$ cat config.mk
export PLATFORM = sky130hd
export DESIGN_NAME = fifo_wr_arbiter
export DESIGN_NICKNAME = d
export VERILOG_FILES = /design/src/rtl/fifo_wr_arbiter.sv
export SDC_FILE = /design/constraint.sdc
export NUM_CORES = 1
export LEC_CHECK = 0
export ABC_AREA = 1
export BUFFER_PORTS_ARGS = -buffer_cell sky130_fd_sc_hd__buf_4
export CAP_MARGIN = 20
export CELL_PAD_IN_SITES_DETAIL_PLACEMENT = 1
export CELL_PAD_IN_SITES_GLOBAL_PLACEMENT = 1
export CORE_MARGIN = 5
export CORE_UTILIZATION = 41
export DETAILED_ROUTE_END_ITERATION = 16
export PLACE_DENSITY = 0.85
export SETUP_SLACK_MARGIN = 0.3
export SKIP_LAST_GASP = 1
export SYNTH_ARGS = -nofsm -noshare
export SYNTH_HDL_FRONTEND = slang
export SYNTH_SLANG_ARGS = --single-unit
$ cat constraint.sdc
create_clock -name clk -period 9.1 [get_ports clk]
set_input_delay 1.365 -clock clk [delete_from_list [all_inputs] [get_ports clk]]
set_output_delay 1.365 -clock clk [all_outputs]
set_load 0.02 [all_outputs]
$ cat src/rtl/fifo_wr_arbiter.sv
// fifo_wr_arbiter: round-robin N-to-1 write arbiter in front of a shared FIFO.
// Define FIFO_ARB_BURST_LOCK_EN to let one grant run for up to MAX_BURST beats.
module fifo_wr_arbiter #(
   parameter int N_REQ      = 4,
   parameter int DATA_WIDTH = 8,
   parameter int MAX_BURST  = 4
) (
   input  logic                        clk,
   input  logic                        rst_n,
   input  logic [N_REQ-1:0]            req_valid,
   input  logic [N_REQ*DATA_WIDTH-1:0] req_data,
   output logic [N_REQ-1:0]            req_ready,
   input  logic                        fifo_full,
   input  logic                        fifo_almost_full,
   output logic                        fifo_wr_en,
   output logic [DATA_WIDTH-1:0]       fifo_din,
   output logic [$clog2(N_REQ)-1:0]    grant_id,
   output logic                        busy,
   output logic [15:0]                 beat_cnt_total,
   output logic                        err_overflow
);

   localparam int GW = $clog2(N_REQ);

`ifdef FIFO_ARB_BURST_LOCK_EN
   localparam bit LOCK_EN = 1'b1;
`else
   localparam bit LOCK_EN = 1'b0;
`endif

   // Without burst lock every grant is a single beat.
   localparam logic [7:0] BURST_LIM = LOCK_EN ? 8'(MAX_BURST) : 8'd1;

   localparam logic [0:0] S_IDLE  = 1'b0;
   localparam logic [0:0] S_GRANT = 1'b1;

   logic [0:0]            r_state;
   logic [GW-1:0]         r_grant_id;
   logic [7:0]            r_burst;
   logic                  r_wr_en;
   logic [DATA_WIDTH-1:0] r_din;
   logic [15:0]           r_total;
   logic                  r_err;

   logic [N_REQ-1:0]      w_ready;
   logic                  w_own_valid;
   logic [DATA_WIDTH-1:0] w_own_data;
   logic                  w_stall;
   logic                  w_accept;
   logic                  w_last;
   logic                  w_found;
   logic [GW-1:0]         w_next_id;
   int                    w_dist;
   int                    w_best_dist;

   assign w_stall  = fifo_almost_full | fifo_full;
   assign w_accept = (r_state == S_GRANT) & w_own_valid & ~w_stall;
   assign w_last   = w_accept & ((r_burst + 8'd1) == BURST_LIM);

   // Round-robin pick: nearest valid requester after the last owner.
   always_comb begin
      w_found     = 1'b0;
      w_next_id   = r_grant_id;
      w_best_dist = N_REQ;
      w_dist      = 0;
      for (int i = 0; i < N_REQ; i++) begin
         if (i > int'(r_grant_id))
            w_dist = i - int'(r_grant_id) - 1;
         else
            w_dist = i + N_REQ - int'(r_grant_id) - 1;
         if (req_valid[i] && (w_dist < w_best_dist)) begin
            w_best_dist = w_dist;
            w_next_id   = GW'(i);
            w_found     = 1'b1;
         end
      end
   end

   // Select the current owner's valid and data beat.
   always_comb begin
      w_own_valid = 1'b0;
      w_own_data  = '0;
      for (int i = 0; i < N_REQ; i++) begin
         if (r_grant_id == GW'(i)) begin
            w_own_valid = req_valid[i];
            w_own_data  = req_data[i*DATA_WIDTH +: DATA_WIDTH];
         end
      end
   end

   // Only the owner sees ready, and only while the FIFO has room.
   always_comb begin
      w_ready = '0;
      for (int i = 0; i < N_REQ; i++) begin
         w_ready[i] = (r_state == S_GRANT) &&
                      (r_grant_id == GW'(i)) &&
                      !w_stall;
      end
   end

   // Grant FSM: arbitrate in IDLE, run the burst in GRANT.
   always_ff @(posedge clk or negedge rst_n) begin
      if (!rst_n) begin
         r_state    <= S_IDLE;
         r_grant_id <= GW'(N_REQ - 1);
         r_burst    <= 8'd0;
      end else begin
         case (r_state)
            S_IDLE: begin
               if (w_found) begin
                  r_grant_id <= w_next_id;
                  r_burst    <= 8'd0;
                  r_state    <= S_GRANT;
               end
            end
            S_GRANT: begin
               if (!w_own_valid) begin
                  r_state <= S_IDLE;
               end else if (w_accept) begin
                  r_burst <= r_burst + 8'd1;
                  if (w_last)
                     r_state <= S_IDLE;
               end
            end
            default: r_state <= S_IDLE;
         endcase
      end
   end

   // Register each accepted beat into the FIFO write port.
   always_ff @(posedge clk or negedge rst_n) begin
      if (!rst_n) begin
         r_wr_en <= 1'b0;
         r_din   <= '0;
      end else begin
         r_wr_en <= w_accept;
         if (w_accept)
            r_din <= w_own_data;
      end
   end

   // Beat counter and sticky overflow flag.
   always_ff @(posedge clk or negedge rst_n) begin
      if (!rst_n) begin
         r_total <= 16'd0;
         r_err   <= 1'b0;
      end else begin
         if (w_accept)
            r_total <= r_total + 16'd1;
         if (r_wr_en && fifo_full)
            r_err <= 1'b1;
      end
   end

   assign req_ready      = w_ready;
   assign fifo_wr_en     = r_wr_en;
   assign fifo_din       = r_din;
   assign grant_id       = r_grant_id;
   assign busy           = (r_state == S_GRANT);
   assign beat_cnt_total = r_total;
   assign err_overflow   = r_err;

endmodule

; ---- Word level (Yosys, flattened, before mapping)
; Cells that the tools add are included.
[op_classes]
eq_ne = 7
bitwise_logic = 6
order_cmp = 7
n_mux = 31
add_sub_neg = 16
n_reduce_logical = 18
[op_table]
columns = op, n
row1 = $mux W32, 6
row2 = $lt A32 B32 Y1, 3
row3 = $mux W8, 7
row4 = $sub A4 B2 Y5 const B, 4
row5 = $add A16 B1 Y16 const B, 1
row6 = $pmux W8 S2, 1
row7 = $sub A3 B2 Y4 const A, 4
row8 = $logic_and A1 B1 Y1, 13
row9 = $mux W1, 12
row10 = $sub A3 B2 Y4 const B, 3
row11 = $add A8 B1 Y8 const B, 1
row12 = $eq A8 B1 Y1 const B, 1
row13 = $mux W2, 4
row14 = $reduce_and A3 Y1, 2
row15 = $sub A2 B2 Y3 const A, 2
row16 = $lt A5 B4 Y1 const B, 1
row17 = $eq A2 B2 Y1 const B, 2
row18 = $gt A2 B2 Y1 const A, 2
row19 = $ne A2 B1 Y1 const B, 2
row20 = $reduce_bool A4 Y1, 1
row21 = $and A1 B1 Y1, 3
row22 = $sub A1 B2 Y3 const A, 1
row23 = $eq A2 B1 Y1 const B, 1
row24 = $gt A1 B2 Y1 const A, 1
row25 = 6 further kinds, 7
[word_totals]
elab_cells = 92
ff_bits = 37
input_bits = 40

; ---- Longest topological paths before layout
; Gate-level depths: netlist (run 1).
[logic_depth]
ltp_word = 16
depth_mapped = 39
mapped_depth_nobuf = 37

; ---- Least setup slack after synthesis (run 1)
; Ideal clock, no wire load.
[synth_path]
path_kind = register to register
start = reg r_grant_id[0], in the netlist grant_id[0]
end = reg r_burst[0]
required_ns = 8.983
arrival_time_ns = 4.257
path_buffers = 2
stages_incl_launch_ff = 39
path_slack_ns = 4.726
path_cell_list = dfstp_2 -> inv_1 -> ha_1 -> buf_2 -> inv_1 -> ha_1 -> inv_1 -> nand2_1 -> nand2_1 -> nor2_1 -> ha_1 -> nand2_1 -> inv_2 -> nand2_1 -> nand2_1 -> nand2_2 -> nand2_4 -> nand2_1 -> [3 not listed] -> a2111oi_2 -> nand2_1 -> nand2_2 -> nand2_4 -> clkinv_2 -> nand2_1 -> ha_1 -> o21ai_0 -> nor2_1 -> nand2_1 -> nand2_1 -> nand2_2 -> nand2_2 -> nand2_2 -> nand2_2 -> buf_6 -> nand3_2 -> nand2_1
[synth_between]
elab_chain_cells = 16
elab_cells_between_ends = 49
[synth_lines]
columns = element, line
row1 = start: declaration, 38  ; logic [GW-1:0] r_grant_id;
row2 = start signal: assignment, 105  ; r_grant_id <= GW'(N_REQ - 1);
row3 = start signal: assignment, 111  ; r_grant_id <= w_next_id;
row4 = $sub A3 B2 Y4, 70  ; w_dist = i + N_REQ - int'(r_grant_id) - 1;
row5 = $sub A4 B2 Y5, 70
row6 = $lt A5 B4 Y1, 71  ; if (req_valid[i] && (w_dist < w_best_dist)) begin
row7 = $logic_and A1 B1 Y1, 71
row8 = $mux W32, 71
row9 = $lt A32 B32 Y1, 71
row10 = $logic_and A1 B1 Y1, 71
row11 = $mux W32, 71
row12 = $lt A32 B32 Y1, 71
row13 = $logic_and A1 B1 Y1, 71
row14 = $mux W32, 71
row15 = $lt A32 B32 Y1, 71
row16 = $logic_and A1 B1 Y1, 71
row17 = $mux W1, 71
row18 = $ne A2 B2 Y1 (no line), n/a
row19 = $reduce_and A3 Y1 (no line) (*), n/a
row20 = end signal: assignment, 120  ; r_burst <= r_burst + 8'd1;
row21 = end: declaration, 39  ; logic [7:0] r_burst;
; Every way passes the cells marked *; elsewhere a longest branch is shown, timed or not.
; A chain may end at the register's enable or synchronous reset.

; ---- Worst setup path in the final report (run 1)
[layout_path]
start = reg r_grant_id[0], in the netlist grant_id[0]
end = reg r_burst[5]
; The elaborated chain is that of the path after synthesis.

==> results of run 1 <==
[stage by stage]
stage               hold slack (ps)  utilization (%)  cells  power, µW  cell area, µm²
finish                          461             53.0    490       1060            3350
detailed placement              447             51.4    482        931            3250
global placement                445             51.4    482        898            3250
CTS                             463             53.0    490       1070            3350
floorplan                       497                -    341        734            2650
global route                    476             53.0    490       1170            3350
[cells by family (layout without fill, tap and decap cells)]
| family | count (synthesis) | count (layout) |
|---|---|---|
| AO/OA/AOI/OAI | 51 | 51 |
| XOR/XNOR | 23 | 23 |
| adder cells (fa/ha/maj) | 23 | 23 |
| buffers and inverters | 43 | 115 |
| flip-flops | 37 | 37 |
| other | 2 | 5 |
| AND/OR/NAND/NOR | 159 | 159 |
[worst max-delay path: cells and delay by family (launching register included)]
family | cells | cell delay (ps)
simple gates | 22 | 1940
fa+ha+maj | 5 | 1470
flops | 1 | 640
buf+inv | 6 | 520
compound gates | 3 | 410
[sequential cells by signal, summed over array words and instances (netlist names)]
name	cells
r_burst	8
err_overflow	1
fifo_din	8
beat_cnt_total	16
grant_id	2
busy	1
fifo_wr_en	1
[area by class of cell]
type                    count  area, µm²
inverters                  34        130
multi-input cells         261       1540
fillers                   794       2970
repair buffers             73        548
clock buffers               7       96.3
clock inverters             1       5.00
well taps                  77       96.3
flip-flops and latches     37        928
[where the power goes]
group          switching (µW)  internal (µW)  total, µW
clock                    61.1           68.5        130
combinational             437            249        687
sequential               38.9            202        241
total                     537            520       1060
[synthesized netlist by cell type, drive strengths merged (3+ instances only)]
master  count
nand3      32
nand3b      3
inv        32
buf         4
xor2       19
nor3        7
ha         23
nand2      94
clkbuf      5
dfrtp      35
a21oi      11
nor2       15
o21ai      37
xnor2       4
[cell usage in the layout, fill, tap and decap left out]
master      n
nand2_1    85
buf_4      73
dfrtp_1    35
o21ai_0    34
inv_1      28
nand3_1    23
ha_1       23
xor2_1     19
nor2_1     14
a21oi_1    11
nand3_2     9
nor3_1      7
clkbuf_8    7
nand2_2     6
conb_1      5
inv_2       4
xnor2_1     4
nand2_4     3
o21ai_1     3
clkinv_2    3
nand3b_1    3
nor4_1      2
nand4_1     2
nor3b_1     2
or2_2       2
dfstp_2     2
o41ai_1     1
a2111oi_2   1
nor2_2      1
a21o_1      1
[layer usage]
layer	vias up	global-route usage, %	part of all wire [%]
met4	0	4.34	1.2
met3	9	6.01	5.5
met2	59	32.6	49
li1	1241	-	-
met5	-	0	0
met1	1250	24.4	44
[path summary, 6_finish.rpt]
| check | cells past startpoint | slack [ps] | end | from |
|---|---|---|---|---|
| worst min-delay path | 1 | 460 | err_overflow | err_overflow |
| max in group asynchronous | 1 | 7720 | grant_id[1] | rst_n |
| min in group asynchronous | 1 | 1020 | beat_cnt_total[9] | rst_n |
| worst max-delay path | 36 | 4010 | r_burst[5] | grant_id[0] |
| worst min register to register | 1 | 460 | err_overflow | err_overflow |
| worst max register to register | 36 | 4010 | r_burst[5] | grant_id[0] |
==> run_results.csv, run 1 <==
group,metric,value,unit
die,die_y,90.2,µm
die,die_x,90.2,µm
timing,hold_violations,0,
route,vias,2559,
synthesis,ys_warn_count,0,
clock_tree,holdBufCountCts,0,
timing,maxSlewHeadroom,59.3,%
global_routing,grt_use_total,19.4,%
synthesis,synth_top_family_by_area,"simple AND/OR/NAND/NOR gates",
timing,layout_setup_ws,4010,ps
timing,skew,4.63,ps
route,drtPass1Iterations,4,
power_and_ir_drop,peakVddDrop,0.217,mV
synthesis,synth_compound_area_share,10.3,%
setup_path,startpoint_type,"flip-flop",
route,drc_errors,0,
clock_tree,insertion_delay,300,ps
cells_and_area,diodes,0,
run,drv_cap,0,
setup_path,crit_fanout,12,
synthesis,yosys.area_share.simple,29.0,%
synthesis,synth_xor_area_share,7.64,%
clock_tree,clk_path_buf_depth,2,
global_routing,grt_pass1_wl,13100,µm
die,rows,29,
die,pin_count,73,
die,start_util,41.8,%
place,gp_congestion,0.832,
timing,worst_slew_pin_slew,602,ps
setup_path,required,9290,ps
synthesis,synth_flop_cell,"dfrtp_1",
global_routing,antenna_found_initial,0,
cells_and_area,nets,475,
global_routing,grt_pass1_vias,2648,
synthesis,synthAdderAreaFrac,10.9,%
power_and_ir_drop,p_leak,0.00185,µW
clock_tree,clk_pin_slew,70,ps
timing,finalSetupViolations,0,
clock_tree,cts_root_buf,"clkbuf_8",
route,drt-vias-per-instance,5.22,
global_routing,grt.overflow.total,0,
synthesis,synth_area_leaders,"dfrtp_1 33%, nand2_1 12%, ha_1 11%, o21ai_0 6.5%, xor2_1 6.3%",
synthesis,ys_types,31,
synthesis,ys_ff_latch,37,
synthesis,synthMuxAreaShare,0,%
clock_tree,htreeDepth,2,
route,drt-total-wl,7870,µm
clock_tree,cts_setup_buffers,0,
synthesis,synth_enable_flop_cells,0,
timing,fin_tns_setup,0,ps
die,die_area,0.00813,mm²
synthesis,syn_inst,338,
synthesis,syn_area,0.00264,mm²
hold_path,hp-class,"reg2reg",
timing,slew_violations,0,
clock_tree,cts_resized,0,
synthesis,synth_top_area_share,33.2,%
cells_and_area,drive_gt1_share,26.9,%
setup_path,crit_top_cell,"nand2_1",
timing,fmax,197,MHz
timing,period_needed,5090,ps
synthesis,async_flop_share,100,%
clock_tree,clock_sinks,37,
synthesis,syn_avg_cell_area,7.80,µm²
place,post-dp-hpwl,6180,µm
setup_path,end_kind,"flip-flop",
cells_and_area,syn_to_final_growth,27.0,%
setup_path,cpPeakStageDelay,640,ps
route,postRouteAntennaNets,0,
global_routing,grt_start_max_net_pins,38,
setup_path,arrival,5280,ps
setup_path,crit_type,"reg2reg",
place,pre_cts_ws,4050,ps
route,first_iter_violations,100,
die,core-area,0.00631,mm²
synthesis,yosysTopAreaCell,"dfrtp_1",
clock_tree,cts_tree,"built",
route,post_drt_wl_per_cell,16.1,µm
timing,rsz0062_at_grt,"false",
power_and_ir_drop,cellPowerDensity,316,mW/mm²
clock_tree,cts_buffers,5,
outcome,outcome,"finished, final reports clean",
setup_path,critPathSlowestCell,"dfstp_2",
synthesis,ys_seq_area_share,35.2,%
timing,period_share,55.9,%
place,io_buffers,72,
Note: power is estimated with default switching activity, not from simulation.
==> run 2: changes to the inputs <==
--- a/config.mk
+++ b/config.mk
@@ -11,9 +11,9 @@
 export CELL_PAD_IN_SITES_DETAIL_PLACEMENT = 1
 export CELL_PAD_IN_SITES_GLOBAL_PLACEMENT = 1
 export CORE_MARGIN = 5
-export CORE_UTILIZATION = 41
+export CORE_UTILIZATION = 38
 export DETAILED_ROUTE_END_ITERATION = 16
-export PLACE_DENSITY = 0.85
+export PLACE_DENSITY = 0.8
 export SETUP_SLACK_MARGIN = 0.3
 export SKIP_LAST_GASP = 1
 export SYNTH_ARGS = -nofsm -noshare
==> constraint.sdc (replaced) <==
create_clock -name clk -period 4.8 [get_ports clk]
set_input_delay 0.72 -clock clk [delete_from_list [all_inputs] [get_ports clk]]
set_output_delay 0.72 -clock clk [all_outputs]
set_load 0.02 [all_outputs]
==> run 2 against run 1 <==
Hold slack worse by 87 ps. Total power is 110% higher. Count of clock-buffer cells in the layout is 2 lower. First-iteration DRC count is 60% lower. Cell count is 2.0% higher. Global-route usage is 1.8 points lower. Critical path depth stayed put. Critical path type unchanged. Critical endpoint is now r_burst[7].
==> run_results.csv, run 2 (synthesis gave the netlist of run 1 again) <==
group,metric,value,unit
clock_tree,insertion_delay,290,ps
setup_path,crit_top_cell,"nand2_1",
cells_and_area,syn_to_final_growth,33.1,%
cells_and_area,largest_register_ffs,16,
power_and_ir_drop,cellPowerDensity,620,mW/mm²
power_and_ir_drop,peakVddDrop,0.615,mV
run,drv_cap,0,
global_routing,antenna_found_initial,0,
place,post-dp-hpwl,6100,µm
place,placed_cells,487,
timing,fmax,238,MHz
die,die_y,93.3,µm
timing,finalSetupViolations,0,
clock_tree,cts_buffers,5,
timing,skew,4.73,ps
timing,hold_violations,0,
setup_path,critPathSlowestCell,"dfstp_2",
timing,fin_tns_setup,0,ps
timing,rsz0062_at_grt,"false",
clock_tree,clk_path_buf_depth,2,
place,gp_congestion,0.795,
cells_and_area,stdcell_area,0.00351,mm²
clock_tree,holdBufCountCts,0,
clock_tree,htreeDepth,2,
setup_path,required,4980,ps
setup_path,startpoint_type,"flip-flop",
cells_and_area,final_common_cell,"nand2_1",
die,die_area,0.00870,mm²
clock_tree,clock_sinks,37,
die,pin_count,73,
clock_tree,cts_root_buf,"clkbuf_8",
timing,worst_slew_pin_slew,535,ps
setup_path,rrSetupSlack,590,ps
clock_tree,clk_pin_slew,70,ps
route,drtPass1Iterations,4,
timing,timing.hold.ws,374,ps
die,rows,30,
route,drc_errors,0,
timing,period_share,87.6,%
setup_path,arrival,4390,ps
global_routing,grt_pass1_wl,12500,µm
cells_and_area,diodes,0,
setup_path,end_kind,"flip-flop",
route,drt-total-wl,7740,µm
global_routing,grt_pass1_vias,2690,
power_and_ir_drop,p_leak,0.00189,µW
place,pre_cts_ws,-14.8,ps
route,postRouteAntennaNets,0,
route,drt-vias-per-instance,5.09,
die,core-area,0.00676,mm²
timing,maxSlewHeadroom,64.3,%
timing,period_needed,4210,ps
global_routing,grt_start_max_net_pins,38,
cells_and_area,fin_cells,500,
place,io_buffers,72,
route,first_iter_violations,40,
setup_path,cpPeakStageDelay,570,ps
global_routing,grt_use_total,17.6,%
timing,layout_setup_ws,593,ps
setup_path,crit_fanout,7,
outcome,outcome,"finished, final reports clean",
hold_path,hp-class,"in2async",
cells_and_area,nets,482,
global_routing,grt.overflow.total,0,
timing,slew_violations,0,
setup_path,crit_type,"reg2reg",
die,start_util,39.0,%
clock_tree,cts_tree,"built",
route,vias,2544,
route,post_drt_wl_per_cell,15.5,µm
place,place_area,0.00327,mm²
cells_and_area,layout_common_cells,"82 x nand2_1, 78 x buf_4, 35 x dfrtp_1",
cells_and_area,drive_gt1_share,31.4,%
die,die_x,93.3,µm
[run 2: cell types whose count changed in the layout (fill, tap and decap cells not counted), sizes merged]
cell	change
buf	+5
clkbuf	-2
clkinvlp	+1
inv	+1
nand2	+2
[run 2: area by class of cell]
| cell class | instances | area (µm²) |
|---|---|---|
| Fill cell | 845 | 3250 |
| Multi-Input combinational cell | 263 | 1670 |
| Sequential cell | 37 | 928 |
| Timing Repair Buffer | 78 | 586 |
| Inverter | 34 | 136 |
| Tap cell | 80 | 100 |
| Clock buffer | 5 | 68.8 |
| Clock inverter | 3 | 17.5 |
[run 2: repair_timing]
action / 4_1_cts / 5_1_grt
cloned: 0 / 2
setup buffers: 1 / 2
setup endpoints to repair: 11 / 11
gates resized for setup: 5 / 25
pin swaps: 1 / 9
[run 2: stage by stage]
step	power (µW)	utilization, %
after CTS	2030	50.0
final	2180	51.9
after global routing	2400	51.9
after global placement	1710	48.3
after floorplan	1390	-
after detailed placement	1770	48.3
[run 2: where the power goes]
part / internal (µW) / switching [µW] / leakage [µW]
logic: 581 / 945 / 0.00137
clock network: 100 / 114 / 0.0000439
registers: 382 / 54.3 / 0.000474
[run 2: worst max-delay path, delay by kind of cell, from the launching register on]
family,cells,cell delay (ps)
AND/OR/NAND/NOR,22,1700
buffers and inverters,6,350
flip-flops,1,570
AO/OA/AOI/OAI,3,350
adder cells (fa/ha/maj),5,1120
[run 2: worst paths after layout]
kind / from / end / cells after the start
worst min-delay path: rst_n / beat_cnt_total[10] / 1
worst min register to register: err_overflow / err_overflow / 1
worst max-delay path: grant_id[0] / r_burst[7] / 36
min in group clk: err_overflow / err_overflow / 1
max in group asynchronous: rst_n / grant_id[1] / 1
worst max register to register: grant_id[0] / r_burst[7] / 36
[run 2: per-layer routing]
| metal | GRT usage, % | vias up | wire, µm |
|---|---|---|---|
| met5 | 0 | - | 0 |
| met4 | 4.64 | 0 | 99 |
| met3 | 3.54 | 10 | 350 |
| met2 | 30.2 | 56 | 3880 |
| met1 | 22.5 | 1222 | 3410 |
| li1 | - | 1256 | - |
==> run 3: changes to the inputs <==
--- a/config.mk
+++ b/config.mk
@@ -10,10 +10,10 @@
 export CAP_MARGIN = 20
 export CELL_PAD_IN_SITES_DETAIL_PLACEMENT = 1
 export CELL_PAD_IN_SITES_GLOBAL_PLACEMENT = 1
-export CORE_MARGIN = 5
+export CORE_MARGIN = 2
 export CORE_UTILIZATION = 38
 export DETAILED_ROUTE_END_ITERATION = 16
-export PLACE_DENSITY = 0.8
+export PLACE_DENSITY_LB_ADDON = 0.15
 export SETUP_SLACK_MARGIN = 0.3
 export SKIP_LAST_GASP = 1
 export SYNTH_ARGS = -nofsm -noshare
==> run 3 against run 2 <==
Critical endpoint unchanged. First-iteration DRC count increased by 110%. Critical path type unchanged. Non-clock buffer count is 12 higher. Highest routed layer unchanged. Combinational power is 20% higher. Largest power group unchanged. Sequential power about the same.
==> run_results.csv, run 3 (synthesis gave the netlist of run 1 again) <==
group,metric,value,unit
setup_path,cp_top_family,"simple AND/OR/NAND/NOR gates",
route,drtPass1Iterations,4,
setup_path,crit_type,"reg2reg",
place,io_buffers,72,
cells_and_area,drive_gt1_share,36.6,%
cells_and_area,final_common_cell,"buf_4",
setup_path,crit_top_cell,"nand2_2",
timing,period_needed,4500,ps
timing,period_share,93.7,%
setup_path,rrSetupSlack,300,ps
setup_path,arrival,4680,ps
clock_tree,holdBufCountCts,0,
cells_and_area,syn_to_final_growth,40.2,%
setup_path,end_kind,"flip-flop",
clock_tree,clock_sinks,37,
global_routing,grt.overflow.total,0,
setup_path,required,4980,ps
setup_path,startpoint_type,"flip-flop",
setup_path,timing.rr.start,"grant_id[0]",
global_routing,grt_start_max_net_pins,38,
setup_path,critPathSlowestCell,"dfstp_2",
setup_path,path_buf_inv,4,
clock_tree,htreeDepth,2,
power_and_ir_drop,peakVddDrop,0.541,mV
global_routing,grt_pass1_vias,2567,
global_routing,antenna_found_initial,0,
clock_tree,insertion_delay,290,ps
die,die_y,87.3,µm
timing,slew_violations,0,
route,drt-vias-per-instance,5.13,
clock_tree,cts_tree,"built",
cells_and_area,layout_common_cells,"89 x buf_4, 71 x nand2_1, 35 x dfrtp_1",
setup_path,crit_fanout,7,
cells_and_area,nets,494,
die,start_util,39.0,%
route,drt-total-wl,8460,µm
power_and_ir_drop,cellPowerDensity,687,mW/mm²
timing,maxSlewHeadroom,50.5,%
die,die_x,87.3,µm
die,core-area,0.00676,mm²
cells_and_area,final_core_util,54.7,%
cells_and_area,diodes,0,
place,gp_congestion,0.872,
route,first_iter_violations,85,
clock_tree,cts_buffers,5,
route,post_drt_wl_per_cell,16.5,µm
place,place_area,0.00327,mm²
timing,finalSetupViolations,0,
timing,worst_slew_pin_slew,732,ps
setup_path,r2r-end,"r_burst[7]",
timing,skew,6.07,ps
cells_and_area,largest_register_ffs,16,
place,post-dp-hpwl,5650,µm
timing,timing.hold.ws,384,ps
die,die_area,0.00762,mm²
die,pin_count,73,
timing,fmax,222,MHz
setup_path,r2r_cells,35,
power_and_ir_drop,p_leak,0.00196,µW
timing,rsz0062_at_grt,"true",
global_routing,grt_pass1_wl,12200,µm
route,vias,2629,
cells_and_area,stdcell_area,0.00370,mm²
outcome,outcome,"finished, final reports clean",
run,drv_cap,0,
timing,hold_violations,0,
die,rows,30,
route,drc_errors,0,
global_routing,grt_use_total,20.0,%
clock_tree,clk_pin_slew,70,ps
route,postRouteAntennaNets,0,
clock_tree,clk_path_buf_depth,2,
timing,fin_tns_setup,0,ps
hold_path,hp-class,"in2async",
clock_tree,cts_root_buf,"clkbuf_8",
setup_path,cpPeakStageDelay,560,ps
==> run 3: cell types whose count changed in the layout (fill, tap and decap cells not counted), sizes merged <==
| cell | before | now |
|---|---|---|
| inv | 33 | 32 |
| clkbuf | 5 | 7 |
| bufinv | 0 | 1 |
| clkinv | 3 | 1 |
| buf | 78 | 90 |
==> run 3: layout make-up <==
type,count,area [µm²]
Clock buffer,7,86.3
Clock inverter,1,30.0
Fill cell,848,3060
Inverter,34,138
Multi-Input combinational cell,263,1740
Sequential cell,37,928
Tap cell,80,100
Timing Repair Buffer,90,679
==> run 3: layer usage <==
layer / global-route usage [%] / up-vias / share of wire (%)
met4: 4.34 / 0 / 1.2
met3: 3.41 / 10 / 3.7
met1: 27.6 / 1285 / 45
met2: 32.9 / 53 / 50
li1: - / 1281 / -
met5: 0 / - / 0
==> run 3: worst max path at each step <==
| stage | from | to | slack [ps] | cells past startpoint |
|---|---|---|---|---|
| 6_report | grant_id[0] | r_burst[7] | 300 | 35 |
| 5_1_grt | grant_id[0] | r_burst[1] | 80 | 35 |
| 4_1_cts | grant_id[0] | r_burst[4] | 320 | 35 |
| 3_5_place_dp | grant_id[0] | r_burst[7] | 110 | 35 |
| 3_3_place_gp | grant_id[0] | r_burst[6] | 300 | 36 |
| 2_1_floorplan | grant_id[0] | r_burst[0] | 430 | 38 |
==> run 3: repair_timing <==
item                       CTS  global route
buffers inserted             1            14
cloned                       0             2
setup endpoints to repair   11            11
resized for setup            1            48
pin swaps                    0            23
==> run 3: metrics by stage <==
| stage | power [µW] | cells | worst slack [ps] |
|---|---|---|---|
| floorplan | 1390 | 341 | 426 |
| global placement | 1720 | 487 | 295 |
| detailed placement | 1760 | 487 | 110 |
| CTS | 2060 | 496 | 322 |
| global route | 2770 | 512 | 77.9 |
| finish | 2540 | 512 | 303 |
==> run 3: power by group <==
group	switching [µW]	leakage, µW	internal (µW)
clock	109	0.0000585	169
sequential	52.6	0.000474	382
combinational	1090	0.00143	733
